[src/rtl/multicycle_datapath.sv]
// Multicycle datapath: register file, ALU, PC logic and control FSM.
// Fetches and accesses data over ready/req handshakes, so memories may insert wait states.
module multicycle_datapath #(
    parameter int DWIDTH = 8,
    parameter int IWIDTH = 16,
    parameter int NREGS  = 4
) (
    input  logic              clk,
    input  logic              reset,
    output logic              imem_req,
    output logic [DWIDTH-1:0] imem_addr,
    input  logic              imem_ready,
    input  logic [IWIDTH-1:0] imem_rdata,
    output logic              dmem_req,
    output logic              dmem_we,
    output logic [DWIDTH-1:0] dmem_addr,
    output logic [DWIDTH-1:0] dmem_wdata,
    input  logic              dmem_ready,
    input  logic [DWIDTH-1:0] dmem_rdata,
    output logic [DWIDTH-1:0] pc,
    output logic              retire,
    output logic              illegal,
    output logic              halted
);

    typedef enum logic [2:0] {
        FETCH,
        DECODE,
        EXEC,
        MEM,
        WB,
        HALT
    } state_t;

    localparam logic [3:0] OP_R    = 4'h0;
    localparam logic [3:0] OP_ADDI = 4'h1;
    localparam logic [3:0] OP_LW   = 4'h2;
    localparam logic [3:0] OP_SW   = 4'h3;
    localparam logic [3:0] OP_BEQ  = 4'h4;
    localparam logic [3:0] OP_J    = 4'h5;
    localparam logic [3:0] OP_HALT = 4'hF;

    state_t            state;
    state_t            state_nx;
    logic [IWIDTH-1:0] ir;
    logic [DWIDTH-1:0] a;
    logic [DWIDTH-1:0] b;
    logic [DWIDTH-1:0] aluout;
    logic [DWIDTH-1:0] mdr;
    logic [DWIDTH-1:0] rf [NREGS];

    logic [3:0]        op;
    logic [1:0]        rs;
    logic [1:0]        rt;
    logic [1:0]        rd;
    logic [3:0]        funct;
    logic [DWIDTH-1:0] simm;
    logic [DWIDTH-1:0] jtarget;
    logic [DWIDTH-1:0] alu_res;
    logic              funct_ok;

    logic imem_req_c;
    logic dmem_req_c;
    logic retire_c;
    logic illegal_c;

    assign op      = ir[15:12];
    assign rs      = ir[11:10];
    assign rt      = ir[9:8];
    assign rd      = ir[7:6];
    assign funct   = ir[3:0];
    assign simm    = DWIDTH'(signed'(ir[7:0]));
    // Jump target is zero-extended, or truncated when the datapath is narrower than 12 bits.
    assign jtarget = DWIDTH'(ir[11:0]);

    always_comb begin
        alu_res  = '0;
        funct_ok = 1'b1;
        case (funct)
            4'd0:    alu_res = a + b;
            4'd1:    alu_res = a - b;
            4'd2:    alu_res = a & b;
            4'd3:    alu_res = a | b;
            4'd4:    alu_res = {{(DWIDTH-1){1'b0}}, ($signed(a) < $signed(b))};
            default: funct_ok = 1'b0;
        endcase
    end

    always_ff @(posedge clk) begin
        if (reset) begin
            state  <= FETCH;
            pc     <= '0;
            ir     <= '0;
            a      <= '0;
            b      <= '0;
            aluout <= '0;
            mdr    <= '0;
            rf     <= '{default: '0};
        end else begin
            state <= state_nx;
            case (state)
                FETCH: begin
                    if (imem_ready) begin
                        ir <= imem_rdata;
                        pc <= pc + DWIDTH'(2);
                    end
                end
                DECODE: begin
                    a <= rf[rs];
                    b <= rf[rt];
                    if (op == OP_J) pc <= jtarget;
                end
                EXEC: begin
                    aluout <= (op == OP_R) ? alu_res : a + simm;
                    // pc already points past the branch, so the offset is applied to pc+2.
                    if (op == OP_BEQ && a == b) pc <= pc + (simm << 1);
                end
                MEM: begin
                    if (dmem_ready && op == OP_LW) mdr <= dmem_rdata;
                end
                WB: begin
                    case (op)
                        OP_R:    rf[rd] <= aluout;
                        OP_ADDI: rf[rt] <= aluout;
                        OP_LW:   rf[rt] <= mdr;
                        default: ;
                    endcase
                end
                default: ;
            endcase
        end
    end

    always_comb begin
        state_nx   = state;
        imem_req_c = 1'b0;
        dmem_req_c = 1'b0;
        retire_c   = 1'b0;
        illegal_c  = 1'b0;
        case (state)
            FETCH: begin
                imem_req_c = 1'b1;
                if (imem_ready) state_nx = DECODE;
            end
            DECODE: begin
                case (op)
                    OP_J: begin
                        retire_c = 1'b1;
                        state_nx = FETCH;
                    end
                    OP_HALT: begin
                        retire_c = 1'b1;
                        state_nx = HALT;
                    end
                    OP_R, OP_ADDI, OP_LW, OP_SW, OP_BEQ: state_nx = EXEC;
                    default: begin
                        illegal_c = 1'b1;
                        retire_c  = 1'b1;
                        state_nx  = FETCH;
                    end
                endcase
            end
            EXEC: begin
                case (op)
                    OP_R: begin
                        if (funct_ok) begin
                            state_nx = WB;
                        end else begin
                            retire_c = 1'b1;
                            state_nx = FETCH;
                        end
                    end
                    OP_ADDI:      state_nx = WB;
                    OP_LW, OP_SW: state_nx = MEM;
                    default: begin
                        retire_c = 1'b1;
                        state_nx = FETCH;
                    end
                endcase
            end
            MEM: begin
                dmem_req_c = 1'b1;
                if (dmem_ready) begin
                    if (op == OP_SW) begin
                        retire_c = 1'b1;
                        state_nx = FETCH;
                    end else begin
                        state_nx = WB;
                    end
                end
            end
            WB: begin
                retire_c = 1'b1;
                state_nx = FETCH;
            end
            HALT:    state_nx = HALT;
            default: state_nx = FETCH;
        endcase
    end

    // Control outputs are held low for as long as reset is asserted.
    assign imem_req   = imem_req_c & ~reset;
    assign dmem_req   = dmem_req_c & ~reset;
    assign dmem_we    = dmem_req & (op == OP_SW);
    assign retire     = retire_c & ~reset;
    assign illegal    = illegal_c & ~reset;
    assign halted     = (state == HALT) & ~reset;
    assign imem_addr  = pc;
    assign dmem_addr  = aluout;
    assign dmem_wdata = b;

endmodule

[config.mk]
export PLATFORM = sky130hd
export DESIGN_NAME = multicycle_datapath
export DESIGN_NICKNAME = d
export VERILOG_FILES = /design/src/rtl/multicycle_datapath.sv
export SDC_FILE = /design/constraint.sdc
export NUM_CORES = 1
export LEC_CHECK = 0
export CORE_MARGIN = 2
export CORE_UTILIZATION = 55
export DETAILED_ROUTE_END_ITERATION = 10
export PLACE_DENSITY_LB_ADDON = 0.08
export SYNTH_ARGS = -nofsm -noshare
export SYNTH_HDL_FRONTEND = slang
export SYNTH_SLANG_ARGS = --single-unit
[constraint.sdc]
create_clock -name clk -period 3.34 [get_ports clk]
set_input_delay 0.668 -clock clk [delete_from_list [all_inputs] [get_ports clk]]
set_output_delay 0.668 -clock clk [all_outputs]
set_load 0.1 [all_outputs]
### After elaboration in Yosys (flattened, before gate mapping)

Cells that the tools add are included.

* register bits after elaboration: 91
* bits in latches: 0
* memory bits (writable): 0
* ROM bits: 0
* input bits: 28
* word-level logic and storage cells: 111
* memories kept: 0

* add/subtract/negate cells: 5
* multipliers: 0
* div/mod/pow operators: 0
* $lt $le $gt $ge: 6
* equality and inequality tests: 20
* shifts and indexed selects: 0
* mux-type cells: 38
* bitwise gates (word level): 12
* reductions and logical operators: 19

Operator list (number)
* 32-bit bitwise mux: 3
* 32-bit one-hot mux with 3 select lines: 1
* 8-bit 2-to-1 mux: 10
* 8-bit one-hot mux with 5 select lines: 1
* 8-bit binary-select mux with 2-bit select: 2
* 8-bit demux with 2-bit select: 2
* 8-bit adder: 3
* 8-bit one-hot mux with 3 select lines: 1
* 4-bit by 2-bit equality test with 1-bit output, second input constant: 4
* 3-bit one-hot mux with 5 select lines: 1
* 4-bit by 3-bit equality test with 1-bit output, second input constant: 3
* 3-bit 2-to-1 mux: 4
* 5-bit OR reduction: 2
* 3-bit greater-or-equal comparator, second input constant: 3
* 1-bit 2-to-1 mux: 9
* 2-bit NOT with 3-bit output: 3
* 3-bit one-hot mux with 3 select lines: 1
* 8-bit by 2-bit adder with 8-bit output, second input constant: 1
* 8-bit AND: 1
* 4-bit by 1-bit equality test with 1-bit output, second input constant: 2
* 8-bit equality test: 1
* 4-bit zero test: 2
* 8-bit < comparator: 1
* 2-bit != test, second input constant: 4
* other kinds (20): 35

### Logic depth before layout (Yosys ltp)

Gate-level depths: netlist of the first run.

* word-level depth: 7
* gate-level depth with buffers: 12

### Worst setup path before layout of the first run

Ideal clock, no wire load.

* kind: input -> output
* start: input port reset
* end: output port imem_req
* data arrival time: 3.684 ns
* setup slack: -1.012 ns
* stages: 2
* path buffers: 1
* cell sequence: clkbuf_1 > nor4_1

* word-level cells in the longest chain between the ends: 2

RTL lines
* start: declaration: line 9 `input logic reset,`
* 1-bit NOT: line 202 `assign imem_req = imem_req_c & ~reset;`
* 1-bit AND: line 202
* end: declaration: line 10 `output logic imem_req,`

No other way between the ends.

### Worst setup path in the final report of the first run

* start: register state[0]
* end: output port illegal

* word-level cells in the longest chain between the ends: 3

RTL lines
* start: declaration: line 43 `state_t state;`
* start signal: assignment: line 100 `state <= state_nx;`
* 3-bit by 1-bit equality test with 1-bit output: line 140 `case (state)`
* 1-bit 2-to-1 mux: line 140
* 1-bit AND: line 206 `assign illegal = illegal_c & ~reset;`
* end: declaration: line 22 `output logic illegal,`

No other way between the ends.

==> flow_summary.json, run 1 <==
{
  "status": "finished, final reports clean",
  "cts-resized-gates": 0,
  "maxSlewHeadroom_pct": 36.32,
  "area_growth_pct": 13.05,
  "arrival_ns": 2.35,
  "vias_per_cell": 6.176,
  "gp_congestion": 0.9848,
  "slew_viol_final": 0,
  "remaining_drc_errors": 0,
  "ir_drop_mv": 0.3078,
  "end_kind": "output pin",
  "synth-seq-cells": 91,
  "synth-main-ff-cell": "dfxtp_1",
  "hold_path.class": "flip-flop to flip-flop",
  "finalNetCount": 840,
  "synthCells": 736,
  "synth_top_cell_by_area": "dfxtp_1",
  "drive_gt1_share_pct": 14.06,
  "ant_nets": 0,
  "tightest_slew_ns": 0.9488,
  "cp.required_ns": 2.67,
  "final_common_cell": "nand2_1",
  "crit_type": "flip-flop to output pin",
  "ys.warnings.count": 0,
  "start_kind": "flip-flop",
  "ios": 66,
  "synth_nets": 806,
  "start_util_pct": 56.33,
  "setup_violations": 0,
  "die-area_um2": 11910,
  "placed_cells": 899,
  "synth-edff-count": 0,
  "synthArstFlopShare_pct": 0,
  "postCtsSetupRepairBufs": 0,
  "synth-seq-area-share_pct": 29.97,
  "power_density_nw_per_um2": 389.4,
  "layout_common_cells": "nand2_1, dfxtp_1, nor2_1",
  "die_w_um": 109.1,
  "grt_overflow": 0,
  "coreArea_um2": 10790,
  "cts_hold_buf": 0,
  "cts_root_buf": "clkbuf_8",
  "p_leak_nw": 2.550,
  "period_share_pct": 90.32,
  "yosysUniqueCellTypes": 71,
  "dr.pass1.iters": 5,
  "grt_pass1_wl_um": 27370,
  "min_period_ns": 3.017,
  "synth_top_cell_area_share_pct": 29.97,
  "dp.final_hpwl_um": 12960,
  "cts_buffers": 9,
  "hold_violations": 0,
  "grtUsageTotal_pct": 30.08,
  "dieHeight_um": 109.1,
  "io_buffers": 65,
  "synth_area_um2": 6080,
  "syn_avg_cell_area_um2": 8.260,
  "final_cells": 915,
  "clock-sinks": 91,
  "grt_pass1_vias": 5473,
  "wl_per_cell_um": 18.86,
  "vias": 5651,
  "drtIter0Drc": 443,
  "critPathMaxFanout": 26,
  "clock_skew_ns": 0.007296,
  "cts_tree": "done",
  "clock_latency_ns": 0.38,
  "fmax_mhz": 331.5,
  "setup_tns_ns": 0,
  "cts_max_path_buffers": 2,
  "synthTopCellsByArea": "dfxtp_1, ha_1, mux4_2",
  "ctsHtreeMaxLevel": 3,
  "diodes": 0,
  "grt_antenna_before_repair": 0,
  "grt_max_degree": 45,
  "num_rows": 38,
  "rsz0062_at_grt": "no",
  "path_clk_slew_ns": 0.09,
  "maxCapViolations": 0,
  "drt_wl_total_um": 17260
}
==> layout make-up <==
class	instances	area (um^2)
Inverter	34	127.6
Sequential cell	91	1822
Multi-Input combinational cell	562	3902
Tap cell	140	175.2
Clock buffer	10	127.6
Clock inverter	6	65.06
Fill cell	929	3920
Timing Repair Buffer	72	653.1
==> cell families after synthesis <==
logic type / Yosys count / share of synthesized area, %
and+or+nand+nor: 251 / 18.30
xor gates and xnor gates: 19 / 2.737
buffers and inverters: 83 / 6.277
muxes: 31 / 8.603
adders and majority gates: 42 / 9.138
AOI/OAI and AO/OA: 219 / 24.98
DFF: 91 / 29.97
==> path summary, 6_finish.rpt <==
| path | start | to | slack [ns] | depth (start not counted) |
|---|---|---|---|---|
| setup / recovery | state[0] | illegal | 0.32 | 4 |
| hold / removal | dmem_wdata[3] | dmem_wdata[3] | 0.50 | 2 |
| setup reg to reg | state[1] | imem_addr[6] | 0.49 | 11 |
| hold reg to reg | dmem_wdata[3] | dmem_wdata[3] | 0.50 | 2 |
==> synth_stat cells, drive strengths merged (9+ instances only) <==
library cell	instances
a21o	9
o22ai	11
nor2	93
clkbuf	23
nand2	98
o21ai	27
nor3	17
a22oi	32
mux2i	14
buf	26
inv	34
a22o	22
a21oi	69
mux4	17
ha	38
xnor2	12
dfxtp	91
==> worst max-delay path: stages (launching register included) <==
cell	delay, ns
dfxtp_1	0.66
nand2_1	0.22
or2_2	0.55
nor3_2	0.33
buf_12	0.21
==> where the power goes <==
part | switching, mW | internal, mW
registers | 0.0998 | 1.12
logic | 0.488 | 0.209
clock network | 0.409 | 0.349
==> layer usage <==
| layer | global-route usage (%) | up-vias | wire length [um] |
|---|---|---|---|
| met5 | 0 | - | 0 |
| met2 | 49.60 | 220 | 8243 |
| li1 | - | 2699 | - |
| met4 | 11.54 | 0 | 460 |
| met1 | 38.71 | 2684 | 7292 |
| met3 | 6.037 | 48 | 1262 |
==> metrics by stage <==
stage | util [%] | hold WS [ns] | power [mW] | instance area [um^2] | worst slack [ns]
floorplan | - | 0.4608 | 1.764 | 6101 | 0.1013
global placement | 61.89 | 0.4768 | 1.928 | 6680 | 0.6042
detailed placement | 61.89 | 0.4961 | 1.936 | 6680 | 0.5235
CTS | 63.68 | 0.5088 | 2.689 | 6873 | 0.3120
global route | 63.68 | 0.5308 | 2.789 | 6873 | 0.1850
finish | 63.68 | 0.5013 | 2.676 | 6873 | 0.3233
No activity file was read; power rests on OpenSTA's default activity.
==> run 2: changes to the inputs <==
- CAP_MARGIN: default -> 20
- CORE_MARGIN: 2 -> 4
==> run 2 against run 1 <==
  * Die area increased by 7.5%
  * Critical endpoint is now retire
  * Critical path type unchanged
  * Setup slack got worse by 0.050 ns
  * Sequential share of layout area decreased by 0.13 points
==> flow_summary.json, run 2 (synthesis results as in run 1) <==
{
  "dr.pass1.iters": 8,
  "io_buffers": 65,
  "final_cells": 915,
  "crit_start": "ir[15]",
  "fmax_mhz": 326.1,
  "p_leak_nw": 2.565,
  "drtIter0Drc": 463,
  "drt_wl_total_um": 17920,
  "grt_pass1_vias": 5398,
  "hold_path.class": "flip-flop to flip-flop",
  "cts_max_path_buffers": 2,
  "arrival_ns": 2.40,
  "min_period_ns": 3.066,
  "die-area_um2": 12800,
  "crit_type": "flip-flop to output pin",
  "finalNetCount": 840,
  "finalPower_mw": 2.787,
  "vias": 5612,
  "num_rows": 38,
  "use_met1_pct": 36.44,
  "drive_gt1_share_pct": 14.19,
  "remaining_drc_errors": 0,
  "coreArea_um2": 10840,
  "rrSetupSlack_ns": 0.50,
  "reg2reg_from": "state[1]",
  "use_met3_pct": 3.904,
  "period_share_pct": 91.80,
  "maxSlewHeadroom_pct": 31.31,
  "path_clk_slew_ns": 0.10,
  "cp.required_ns": 2.67,
  "dieHeight_um": 113.1,
  "end_kind": "output pin",
  "clock_skew_ns": 0.01279,
  "diodes": 0,
  "grt_pass1_wl_um": 28810,
  "vias_per_cell": 6.133,
  "placed_cells": 899,
  "ant_nets": 0,
  "rsz0062_at_grt": "no",
  "whs_path_depth": 2,
  "cts-resized-gates": 0,
  "setup_violations": 0,
  "area_growth_pct": 13.60,
  "r2r_end": "imem_addr[6]",
  "slew_viol_final": 0,
  "critPathMaxFanout": 11,
  "status": "finished, final reports clean",
  "tightest_slew_ns": 1.022,
  "cts_root_buf": "clkbuf_8",
  "wl_per_cell_um": 19.58,
  "start_util_pct": 56.08,
  "start_kind": "flip-flop",
  "layout_common_cells": "nand2_1, dfxtp_1, nor2_1",
  "grt_overflow": 0,
  "ir_drop_mv": 0.2751,
  "postCtsSetupRepairBufs": 0,
  "busiest_layer": "met2",
  "ctsHtreeMaxLevel": 3,
  "grt_max_degree": 81,
  "cp-endpoint": "retire",
  "cts_tree": "done",
  "setup_tns_ns": 0,
  "grt_antenna_before_repair": 0,
  "dp.final_hpwl_um": 13450,
  "cts_hold_buf": 0,
  "reg2reg_depth": 11,
  "clock_latency_ns": 0.38,
  "met2_usage_pct": 48.70,
  "gp_congestion": 0.9966,
  "grtUsageTotal_pct": 28.60,
  "cts_buffers": 9,
  "clock-sinks": 91,
  "ios": 66,
  "final_common_cell": "nand2_1",
  "die_w_um": 113.1,
  "hold_violations": 0,
  "maxCapViolations": 0,
  "power_density_nw_per_um2": 403.5
}
==> run 2: cell types whose count changed in the layout (fill, tap and decap cells not counted), sizes merged <==
| cell | delta |
|---|---|
| clkinv | -3 |
| inv | +3 |
| bufinv | +1 |
| clkbuf | -1 |
==> run 2: area by class of cell <==
type | count | area [um^2]
fillers | 979 | 3934
multi-input cells | 562 | 3902
flip-flops and latches | 91 | 1822
repair buffers | 72 | 653.1
well taps | 140 | 175.2
inverters | 34 | 127.6
clock buffers | 9 | 123.9
clock inverters | 7 | 102.6
==> run 2: through the flow <==
step	setup WS (ns)	utilization (%)	area [um^2]	hold slack, ns
floorplan	0.1013	-	6101	0.4608
global placement	0.5886	61.62	6680	0.4828
detailed placement	0.5253	61.62	6680	0.5019
CTS	0.2782	63.71	6907	0.5162
global route	0.1628	63.71	6907	0.5447
finish	0.2737	63.71	6907	0.5160
==> run 2: power breakdown <==
part | switching (mW) | total [mW] | internal, mW
registers | 0.101 | 1.22 | 1.12
clock network | 0.434 | 0.868 | 0.434
logic | 0.488 | 0.697 | 0.209
==> run 2: how the worst min path moves through the flow <==
| stage | start | endpoint | slack (ns) |
|---|---|---|---|
| after floorplan | mdr[6] | mdr[6] | 0.46 |
| after global placement | flip-flop | flip-flop | 0.48 |
| after detailed placement | imem_addr[3] | imem_addr[3] | 0.50 |
| after CTS | dmem_wdata[3] | dmem_wdata[3] | 0.52 |
| after global routing | dmem_wdata[4] | dmem_wdata[4] | 0.54 |
| final | dmem_wdata[3] | dmem_wdata[3] | 0.52 |
==> run 2: metal layers <==
layer	share of wire (%)	wire, um	up-vias
li1	-	-	2705
met1	42	7471	2676
met2	49	8839	194
met3	5.9	1051	37
met4	3.1	555	0
met5	0	0	-
==> run 2: worst max-delay path, cell delays in order, from the launching register on <==
cell	delay [ns]
dfxtp_1	0.64
nor2_8	0.08
nand2_2	0.20
nor2_1	0.08
and2_1	0.25
o21ai_0	0.27
a21oi_1	0.10
nor2_1	0.19
buf_12	0.20
==> run 3: changes to the inputs <==
- REMOVE_ABC_BUFFERS: default -> 1
==> run 3 against run 2 <==
  * Sequential power about the same
  * Count of clock-buffer cells in the layout grew 1
  * Combinational power up 1%
  * Sequential cell count unchanged
  * Clock power decreased by 10%
  * Fmax decreased by 0.99%
  * Non-clock buffer count up 1
  * Clock skew decreased by 0.0031 ns
  * Highest routed layer unchanged
  * Critical path depth decreased by 4
  * Cell area decreased by 0.85%
  * First-iteration DRC count up 18%
  * Largest power group unchanged
  * Utilization shrank 0.54 points
==> flow_summary.json, run 3 (synthesis results as in run 1) <==
{
  "coreArea_um2": 10840,
  "ant_nets": 0,
  "p_leak_nw": 2.547,
  "ios": 66,
  "clock-sinks": 91,
  "postCtsSetupRepairBufs": 0,
  "remaining_drc_errors": 0,
  "cpMaxStageDelayCell": "dfxtp_1",
  "tightest_slew_ns": 0.8976,
  "status": "finished, final reports clean",
  "finalPower_mw": 2.703,
  "maxSlewHeadroom_pct": 40.08,
  "slew_viol_final": 0,
  "power.share.switching_pct": 37.73,
  "grtUsageTotal_pct": 27.91,
  "internal_power_mw": 1.683,
  "grt_overflow": 0,
  "io_buffers": 65,
  "ctsHtreeMaxLevel": 3,
  "arrival_ns": 2.43,
  "diodes": 0,
  "pwr-share-seq_pct": 45.2,
  "switchingPower_mw": 1.020,
  "crit_chain": "nand2_1 -> or2_2 -> nor3_1 -> buf_12",
  "cts_max_path_buffers": 2,
  "critPathMaxFanout": 26,
  "grt_pass1_vias": 5455,
  "dieHeight_um": 113.1,
  "grt_pass1_wl_um": 28590,
  "finalNetCount": 841,
  "grt_antenna_before_repair": 0,
  "final_common_cell": "nand2_1",
  "drive_gt1_share_pct": 13.66,
  "start_kind": "flip-flop",
  "start_util_pct": 56.08,
  "p_clk_share_pct": 28.8,
  "cp_top_family": "simple AND/OR/NAND/NOR gates",
  "vias_per_cell": 6.188,
  "fin_util_pct": 63.17,
  "slowest_delay_ns": 0.65,
  "path_buf_inv": 1,
  "cts_buffers": 9,
  "whs_ns": 0.5155,
  "period_share_pct": 92.72,
  "gp_congestion": 0.9285,
  "cp.required_ns": 2.67,
  "drt_wl_total_um": 17330,
  "rrSetupSlack_ns": 0.53,
  "pwr-share-comb_pct": 26.0,
  "grt_max_degree": 77,
  "worst_slack_ns": 0.2432,
  "hold_path.class": "flip-flop to flip-flop",
  "hold_violations": 0,
  "cts-resized-gates": 0,
  "num_rows": 38,
  "drtIter0Drc": 545,
  "clock_skew_ns": 0.009703,
  "maxCapViolations": 0,
  "power_density_nw_per_um2": 394.7,
  "rsz0062_at_grt": "no",
  "layout_common_cells": "nand2_1, dfxtp_1, nor2_1",
  "die-area_um2": 12800,
  "dr.pass1.iters": 6,
  "die_w_um": 113.1,
  "cts_hold_buf": 0,
  "end_kind": "output pin",
  "cts_tree": "done",
  "fmax_mhz": 322.9,
  "dp_slack_ns": 0.5310,
  "setup_violations": 0,
  "ir_drop_mv": 0.3005,
  "dp.final_hpwl_um": 13090,
  "cts_root_buf": "clkbuf_8",
  "path_clk_slew_ns": 0.10,
  "min_period_ns": 3.097,
  "clock_latency_ns": 0.38,
  "wl_per_cell_um": 18.92,
  "vias": 5668,
  "crit_type": "flip-flop to output pin",
  "area_growth_pct": 12.64
}
-- run 3: cell count changes in the layout (fill, tap and decap cells not counted), moves of 2 or more --
cell and change:
nor3_2 -2, nor3_1 +2, buf_4 +2, clkinv_4 +3
inv_6 -3
-- run 3: final timing paths --
path	from	endpoint	cells after the start
worst max-delay path	state[0]	illegal	4
worst min-delay path	dmem_wdata[0]	dmem_wdata[0]	2
worst max register to register	state[1]	imem_addr[6]	11
worst min register to register	dmem_wdata[0]	dmem_wdata[0]	2
-- run 3: layout make-up --
type | count | area [um^2]
clock buffer | 10 | 127.6
clock inverter | 6 | 66.31
fill | 942 | 3993
inverter | 34 | 127.6
multi-input combinational | 562 | 3881
sequential | 91 | 1822
tap | 140 | 175.2
timing repair buffer | 73 | 648.1
-- run 3: worst min-delay path: cells and delay by family (launching register included) --
family / cells / cell delay, ns
AND/OR/NAND/NOR: 1 / 0.07
flip-flops: 1 / 0.36
AO/OA/AOI/OAI: 1 / 0.05
-- run 3: power groups by stage --
stage	sequential [mW]	combinational, mW	clock (mW)
global route	1.23	0.755	0.836
detailed placement	1.25	0.698	0
floorplan	1.38	0.319	0
CTS	1.22	0.701	0.784
finish	1.22	0.704	0.777
global placement	1.24	0.693	0
-- run 3: stage by stage --
| stage | instances | setup TNS (ns) | instance area (um^2) |
|---|---|---|---|
| 5_1_grt | 916 | 0 | 6848 |
| 6_report | 916 | 0 | 6848 |
| 2_1_floorplan | 687 | -2.315 | 5826 |
| 3_3_place_gp | 900 | 0 | 6654 |
| 4_1_cts | 916 | 0 | 6848 |
| 3_5_place_dp | 900 | 0 | 6654 |
-- run 3: routing by layer --
layer	global-route usage, %	wire length, um	vias to the layer above
met2	46.13	8217	228
li1	-	-	2705
met3	3.529	1112	30
met1	37.51	7595	2705
met5	0	0	-
met4	10.18	403	0
